**src/rtl/uart_pkg.sv**
```systemverilog
// Shared UART types and constants: receiver state encoding and baud-rate table
// used by both the receive path and the baud clock generator.
package uart_pkg;

    typedef enum logic [2:0] {
        IDLE,
        START,
        DATA,
        PARITY,
        STOP
    } rx_state_t;

    localparam int DEFAULT_OVERSAMPLE = 16;

    localparam int BAUD_4800   = 4800;
    localparam int BAUD_9600   = 9600;
    localparam int BAUD_19200  = 19200;
    localparam int BAUD_38400  = 38400;
    localparam int BAUD_57600  = 57600;
    localparam int BAUD_115200 = 115200;
    localparam int BAUD_128000 = 128000;
    localparam int BAUD_MIN    = BAUD_4800;
    localparam int BAUD_MAX    = BAUD_128000;

    // Clock cycles between oversample ticks for a given system clock and baud.
    function automatic int tick_div(input int clk_hz, input int baud);
        return clk_hz / (baud * DEFAULT_OVERSAMPLE);
    endfunction

endpackage

```
**src/rtl/uart_sync.sv**
```systemverilog
// Reset-to-one flop chain for bringing an idle-high async line into clk.
// Latency STAGES clks; no backpressure.
module uart_sync #(
    parameter int STAGES = 2
) (
    input  logic clk,
    input  logic rst,
    input  logic d,
    output logic q
);

    logic [STAGES-1:0] ff;

    always_ff @(posedge clk) begin
        if (rst) ff <= '1;
        else     ff <= {ff[STAGES-2:0], d};
    end

    assign q = ff[STAGES-1];

endmodule

```
**src/rtl/uart_rx.sv**
```systemverilog
// UART receiver: oversampled start/data/stop deserialiser, optional parity via UART_RX_PARITY_EN.
// Byte valid 1 clk after the stop-sample tick; held until rx_ready, new byte dropped (overrun_err) if still full.
module uart_rx
    import uart_pkg::*;
#(
    parameter int DATA_BITS   = 8,
    parameter int OVERSAMPLE  = DEFAULT_OVERSAMPLE,
    parameter int SYNC_STAGES = 2
`ifdef UART_RX_PARITY_EN
    ,
    parameter bit PARITY_ODD  = 1'b0
`endif
) (
    input  logic                 clk,
    input  logic                 rst,
    input  logic                 rx_tick,
    input  logic                 rxd,
    output logic [DATA_BITS-1:0] rx_data,
    output logic                 rx_valid,
    input  logic                 rx_ready,
    output logic                 frame_err,
    output logic                 overrun_err,
`ifdef UART_RX_PARITY_EN
    output logic                 parity_err,
`endif
    output logic                 busy
);

    localparam int TW = $clog2(OVERSAMPLE);
    localparam int BW = $clog2(DATA_BITS + 1);
    localparam logic [TW-1:0] TICK_MID  = TW'(OVERSAMPLE / 2 - 1);
    localparam logic [TW-1:0] TICK_LAST = TW'(OVERSAMPLE - 1);
    localparam logic [BW-1:0] BIT_LAST  = BW'(DATA_BITS - 1);

    logic rxs;

    uart_sync #(.STAGES(SYNC_STAGES)) u_sync (
        .clk (clk),
        .rst (rst),
        .d   (rxd),
        .q   (rxs)
    );

    rx_state_t            state, state_nxt;
    logic [TW-1:0]        tick_cnt, tick_nxt;
    logic [BW-1:0]        bit_cnt, bit_nxt;
    logic [DATA_BITS-1:0] shreg, shreg_nxt;
    logic                 stop_ok, stop_bad, byte_good, load;
`ifdef UART_RX_PARITY_EN
    logic                 par_bit, par_nxt, par_bad;
`endif

    always_ff @(posedge clk) begin
        if (rst) begin
            state    <= IDLE;
            tick_cnt <= '0;
            bit_cnt  <= '0;
            shreg    <= '0;
`ifdef UART_RX_PARITY_EN
            par_bit  <= 1'b0;
`endif
        end else begin
            state    <= state_nxt;
            tick_cnt <= tick_nxt;
            bit_cnt  <= bit_nxt;
            shreg    <= shreg_nxt;
`ifdef UART_RX_PARITY_EN
            par_bit  <= par_nxt;
`endif
        end
    end

    always_comb begin
        state_nxt = state;
        tick_nxt  = tick_cnt;
        bit_nxt   = bit_cnt;
        shreg_nxt = shreg;
        stop_ok   = 1'b0;
        stop_bad  = 1'b0;
`ifdef UART_RX_PARITY_EN
        par_nxt   = par_bit;
`endif
        if (rx_tick) begin
            case (state)
                IDLE: begin
                    if (!rxs) begin
                        tick_nxt  = '0;
                        state_nxt = START;
                    end
                end
                START: begin
                    if (tick_cnt == TICK_MID) begin
                        // A start bit that is high again at its centre was noise.
                        if (!rxs) begin
                            tick_nxt  = '0;
                            bit_nxt   = '0;
                            state_nxt = DATA;
                        end else begin
                            state_nxt = IDLE;
                        end
                    end else begin
                        tick_nxt = tick_cnt + TW'(1);
                    end
                end
                DATA: begin
                    if (tick_cnt == TICK_LAST) begin
                        tick_nxt  = '0;
                        shreg_nxt = {rxs, shreg[DATA_BITS-1:1]};
                        bit_nxt   = bit_cnt + BW'(1);
                        if (bit_cnt == BIT_LAST) begin
`ifdef UART_RX_PARITY_EN
                            state_nxt = PARITY;
`else
                            state_nxt = STOP;
`endif
                        end
                    end else begin
                        tick_nxt = tick_cnt + TW'(1);
                    end
                end
`ifdef UART_RX_PARITY_EN
                PARITY: begin
                    if (tick_cnt == TICK_LAST) begin
                        tick_nxt  = '0;
                        par_nxt   = rxs;
                        state_nxt = STOP;
                    end else begin
                        tick_nxt = tick_cnt + TW'(1);
                    end
                end
`endif
                STOP: begin
                    // Leave at the stop centre so a back-to-back start edge is caught.
                    if (tick_cnt == TICK_LAST) begin
                        tick_nxt  = '0;
                        state_nxt = IDLE;
                        stop_ok   = rxs;
                        stop_bad  = !rxs;
                    end else begin
                        tick_nxt = tick_cnt + TW'(1);
                    end
                end
                default: state_nxt = IDLE;
            endcase
        end
    end

`ifdef UART_RX_PARITY_EN
    assign par_bad   = ((^shreg) ^ par_bit) != PARITY_ODD;
    assign byte_good = stop_ok && !par_bad;
`else
    assign byte_good = stop_ok;
`endif
    assign load = byte_good && (!rx_valid || rx_ready);
    assign busy = (state != IDLE);

    always_ff @(posedge clk) begin
        if (rst) begin
            rx_data     <= '0;
            rx_valid    <= 1'b0;
            frame_err   <= 1'b0;
            overrun_err <= 1'b0;
`ifdef UART_RX_PARITY_EN
            parity_err  <= 1'b0;
`endif
        end else begin
            frame_err   <= stop_bad;
            overrun_err <= byte_good && rx_valid && !rx_ready;
`ifdef UART_RX_PARITY_EN
            parity_err  <= stop_ok && par_bad;
`endif
            if (load) begin
                rx_data  <= shreg;
                rx_valid <= 1'b1;
            end else if (rx_ready) begin
                rx_valid <= 1'b0;
            end
        end
    end

endmodule
```
**config.mk**
```make
export PLATFORM = sky130hd
export DESIGN_NAME = uart_rx
export DESIGN_NICKNAME = d
export VERILOG_FILES = /design/src/rtl/uart_pkg.sv /design/src/rtl/uart_sync.sv /design/src/rtl/uart_rx.sv
export SDC_FILE = /design/constraint.sdc
export NUM_CORES = 1
export LEC_CHECK = 0
export ABC_AREA = 1
export ABC_CLOCK_PERIOD_IN_PS = 3900
export CAP_MARGIN = 20
export CORE_MARGIN = 2
export CORE_UTILIZATION = 59
export CTS_CLUSTER_SIZE = 20
export DETAILED_ROUTE_END_ITERATION = 16
export PLACE_DENSITY = 0.93
export SLEW_MARGIN = 40
export SYNTH_ARGS = -nofsm -noshare
export SYNTH_HDL_FRONTEND = slang
export SYNTH_SLANG_ARGS = --single-unit
```
**constraint.sdc**
```tcl
create_clock -name clk -period 3.9 [get_ports clk]
set_input_delay 0.78 -clock clk [delete_from_list [all_inputs] [get_ports clk]]
set_output_delay 0.78 -clock clk [all_outputs]
set_load 0.03 [all_outputs]
```
* Word-level counts from Yosys, hierarchy flattened
Index checks and enable logic that the tools add are counted.
** Word-level totals
- Input port bits :: 5
- Bits in registers :: 32
- Output and inout bits :: 12
- Word-level logic and storage cells :: 64
** Cells by class
- Equality and inequality tests :: 12
- Reduce and logical (&&, ||, !) cells :: 18
- Add/sub/neg operators :: 2
- Multiplexer cells :: 20
- Bitwise operators :: 3
** Operator list (number)
- 2-to-1 mux 4 bit :: 6
- 2-to-1 mux 3 bit :: 5
- inequality test 2 bit (second input constant) :: 6
- one-hot mux 3 bit (4 select lines) :: 1
- one-hot mux 4 bit (3 select lines) :: 1
- adder 4 x 1 -> 4 bit (second input constant) :: 2
- equality test 4 x 3 -> 1 bit (second input constant) :: 2
- one-hot mux 4 bit (2 select lines) :: 1
- AND reduction 6 bit :: 1
- nonzero test 3 bit :: 2
- 2-to-1 mux 1 bit :: 5
- AND reduction 5 bit :: 1
- equality test 4 bit (second input constant) :: 1
- nonzero test 2 bit :: 2
- OR reduction 4 bit :: 1
- equality test 3 x 1 -> 1 bit (second input constant) :: 1
- equality test 3 x 2 -> 1 bit (second input constant) :: 1
- equality test 3 bit (second input constant) :: 1
- logical AND 1 bit :: 3
- logical NOT 1 bit :: 3
- logical NOT 3 bit :: 1
- NOT 1 bit :: 3
- AND reduction 3 bit :: 1
- 2-to-1 mux 2 bit :: 1
- 3 further kinds :: 3

* Longest topological paths before layout
- Depth in word-level cells :: 6
- Depth in mapped cells :: 9

* Hierarchy
Synthesis repeated with hierarchy kept, for this count alone.
** Second synthesis, totals
- Cell total of the unflattened synthesis :: 220
- Area, all modules :: 1522.7 µm²
** Modules (own cells, without submodules)
- uart_rx :: area an instance 1463.9 µm², instances 1, cells each 213
- uart_sync :: area an instance 58.8 µm², instances 1, cells each 7

* Least setup slack after synthesis
Ideal clock, no wire load.
- Path kind :: input -> register
- Start :: input port rst
- End :: register shreg[0]
- Arrival time :: 1429 ps
- Path slack :: 2355 ps
- Data required time :: 3784 ps
- Cell stages on the path :: 5
- Cell sequence :: clkbuf_1 > inv_1 > clkbuf_1 > o21ai_0 > nor2_1
** RTL lines
- start, declared :: line uart_rx.sv:15 : input logic rst,
- end signal, assigned :: line uart_rx.sv:66 : shreg <= shreg_nxt;
- end, declared :: line uart_rx.sv:47 : logic [DATA_BITS-1:0] shreg, shreg_nxt;

* Worst setup path in the final report
- Start :: register state[2]
- End :: output port busy
** Between the ends
- Cells in the longest elaborated chain, start to end :: 1
** Ends and longest elaborated chain
- start, declared :: line uart_rx.sv:44 : rx_state_t state, state_nxt;
- start signal, assigned :: line uart_rx.sv:63 : state <= state_nxt;
- nonzero test 3 bit :: line uart_rx.sv:155 : assign busy = (state != IDLE);
- end, declared :: line uart_rx.sv:26 : output logic busy
No other way between the ends.

==> impl_results.md <==
- Status: complete, no violations
- Largest net degree at the start of global routing: 25
- Pleak: 0.747 nW
- Fin crit period: between 2000 and 2500 ps
- Setup TNS: 0 ps
- Gpl congestion: a little under 0.9
- Combinational power share: 0.172
- IO Count: 17
- Startpoint class of the critical path: register
- Yosys Warn Count: 0
- Clock power frac: 0.346
- CTS Buf Count: 5
- Avg Inst Size Synth: 7.03 sq um
- Max frequency: between 0.4 and 0.5 GHz
- Max-slew headroom: 0.618
- Commonest non-fill, non-tap cell in the layout: nor2_1
- Detailed Route WL: between 3000 and 4000 microns
- Total iterations of the first detailed-routing run: 4
- Post-DRT Antenna Nets: 0
- Layout cells sized above 1: 0.101
- Most frequent cells in the layout: 56 x nor2_1, 33 x nand2_1, 32 x dfxtp_1
- FF+latch count, synth: 32
- Synth Instances: ~220
- Remaining DRCs: 0
- Hold_sp: u_sync.ff[0]$_SDFF_PP1_
- Internal power: between 0.0005 and 0.0006 W
- Critical Path Fanout Max: 4
- CTS Hold Buffers Added: 0
- Post-CTS sizing: 0
- Hold_ws: 418 ps
- H-tree levels: 2
- Skew final: 12.9 ps
- Total net switching power: ~0.00021 W
- Reg-to-Reg End: rx_data[5]$_SDFFE_PP0P_
- Die Ht: 54.9 microns
- Hold Path Class: register to register
- Crit path DAT: 1650 ps
- Worst reg2reg path depth: 6
- First DRT Iteration DRCs: 47
- Initial core utilization: 0.622
- Netlist cell types: 25
- Sequential area share after synthesis: 0.420
- Core area: 2450 sq um
- DR vias/cell: approximately 5.4
- Least-Margin Pin Slew: approximately 570 ps
- Clk Latency, worst-skew pair: between 300 and 400 ps
- CTS tree: done
- Setup violations, final: 0
- Final max-slew violation count: 0
- First-pass GRT wire length: between 5000 and 6000 microns
- Root buf cell: clkbuf_4
- Pwr dens: 402 nW/um^2
- Num rows: 18
- Vias in the first global route: between 1000 and 1500
- Fin. Hold Viols: 0
- Post-Syn Area: 1530 sq um
- VDD IR max: 0.000495 V
- Hold depth: 1
- Hold endpoint: u_sync.ff[1]$_SDFF_PP1_
- Worst-path clk slew: around 100 ps
- Nets@finish: around 240
- Total number of vias: ~1400
- WP data required: 3120 ps
- Die width: 54.9 microns
- Diodes inserted: 0
- Class of the most critical setup path: register to output port
- Port buffer count: 16
- Area grow syn2layout: 16.5%
- Maxcap violations: 0
- Die ar.: 3010 sq um
- RR Startpoint: tick_cnt[1]$_SDFFE_PP0P_
- Synth Net Count: around 220
- Avg WL per Cell: approximately 12 microns
- Tot GR Track Use: 0.268
- Fraction of power spent switching nets: 0.288
- Setup crit end kind: output port
- Final period utilization: 0.624
- Antenna violations before repair: 0
- RSZ-0062 raised after global routing: no
- Total clock sinks: 32
- Clock Tree Buf Depth: 2
- Flop-to-flop setup slack: approximately 2300 ps
- Postcts setup bufs: 0
- DP HPWL: 2390 microns
- Global route overflow: 0
- Reg power frac: 0.482
synth_stat cells:
cell type | number | area (sq um)
inv_2 | 1 | 3.75
nand4_1 | 2 | 12.5
nand3_2 | 4 | 40.0
nand4_4 | 1 | 21.3
clkinv_2 | 1 | 5.00
nand2_2 | 2 | 12.5
a21oi_1 | 8 | 40.0
nor3_1 | 2 | 10.0
clkbuf_1 | 3 | 11.3
clkinv_4 | 1 | 8.76
nand3b_1 | 1 | 7.51
nand2_1 | 33 | 124
nor2_2 | 2 | 12.5
dfxtp_1 | 32 | 641
o21ai_0 | 19 | 95.1
xnor2_1 | 1 | 8.76
nor2_4 | 2 | 22.5
ha_1 | 2 | 25.0
inv_1 | 22 | 82.6
or2_2 | 2 | 12.5
buf_6 | 1 | 11.3
nand3_1 | 16 | 80.1
nor2_1 | 56 | 210
xor2_1 | 2 | 17.5
nand2_4 | 1 | 11.3
sequential cells by signal (all words and copies together), names as in the netlist, 2 cells and up:
signal and count:
tick_cnt 4, rx_data 8, u_sync.ff 2, bit_cnt 4, state 3, shreg 8
worst max path at each step:
stage	start	end	cells after the start
after global placement	rx_tick	rx_data[3]$_SDFFE_PP0P_	6
after CTS	state[0]$_SDFFE_PP0P_	busy	3
after detailed placement	rx_tick	rx_data[5]$_SDFFE_PP0P_	6
after floorplan	rst	shreg[0]$_SDFFE_PP0P_	5
after global routing	state[0]$_SDFFE_PP0P_	busy	3
final	state[2]$_SDFFE_PP0P_	busy	3
worst max-delay path, cell delays in order, from the launching register on:
cell and delay, ps:
dfxtp_1 430, nor2_1 100, nand2_1 110, clkdlybuf4s50_1 680
area by class of cell:
class                      count  area (sq um)
clock inverter                 2          35.0
timing repair buffer          16           160
clock buffer                   6          41.3
inverter                      25           100
tap                           30          37.5
sequential                    32           641
fill                         177           677
multi-input combinational    156           763
logic make-up after synthesis:
| logic type | after synthesis | synth area share |
|---|---|---|
| compound gates | 27 | 0.0885 |
| fa+ha+maj | 2 | 0.0164 |
| flops | 32 | 0.420 |
| xor+xnor | 3 | 0.0172 |
| buf+inv | 29 | 0.0803 |
| simple gates | 124 | 0.378 |
per-layer routing:
layer | share of wire | GRT usage | vias up
li1 | - | - | 729
met1 | 0.42 | 0.325 | 661
met2 | 0.50 | 0.437 | 40
met3 | 0.053 | 0.0847 | 7
met4 | 0.017 | 0.108 | 0
met5 | 0 | 0 | -
through the flow:
stage | instance area (sq um) | cells | total power [W] | utilization | setup WS (ps)
3_5_place_dp | 1700 | 259 | 0.000471 | 0.693 | 1580
2_1_floorplan | 1530 | 217 | 0.000441 | - | 2360
4_1_cts | 1780 | 267 | 0.000716 | 0.724 | 1470
6_report | 1780 | 267 | 0.000715 | 0.724 | 1470
5_1_grt | 1780 | 267 | 0.000752 | 0.724 | 1360
3_3_place_gp | 1700 | 259 | 0.000467 | 0.693 | 1680
power groups by stage:
stage / clock network, W / logic [W] / registers (W)
floorplan: 0 / 0.0000923 / 0.000349
global placement: 0 / 0.000116 / 0.000351
detailed placement: 0 / 0.000120 / 0.000351
CTS: 0.000251 / 0.000121 / 0.000344
global route: 0.000269 / 0.000137 / 0.000346
finish: 0.000248 / 0.000123 / 0.000344
No activity file was read; power rests on OpenSTA's default activity.
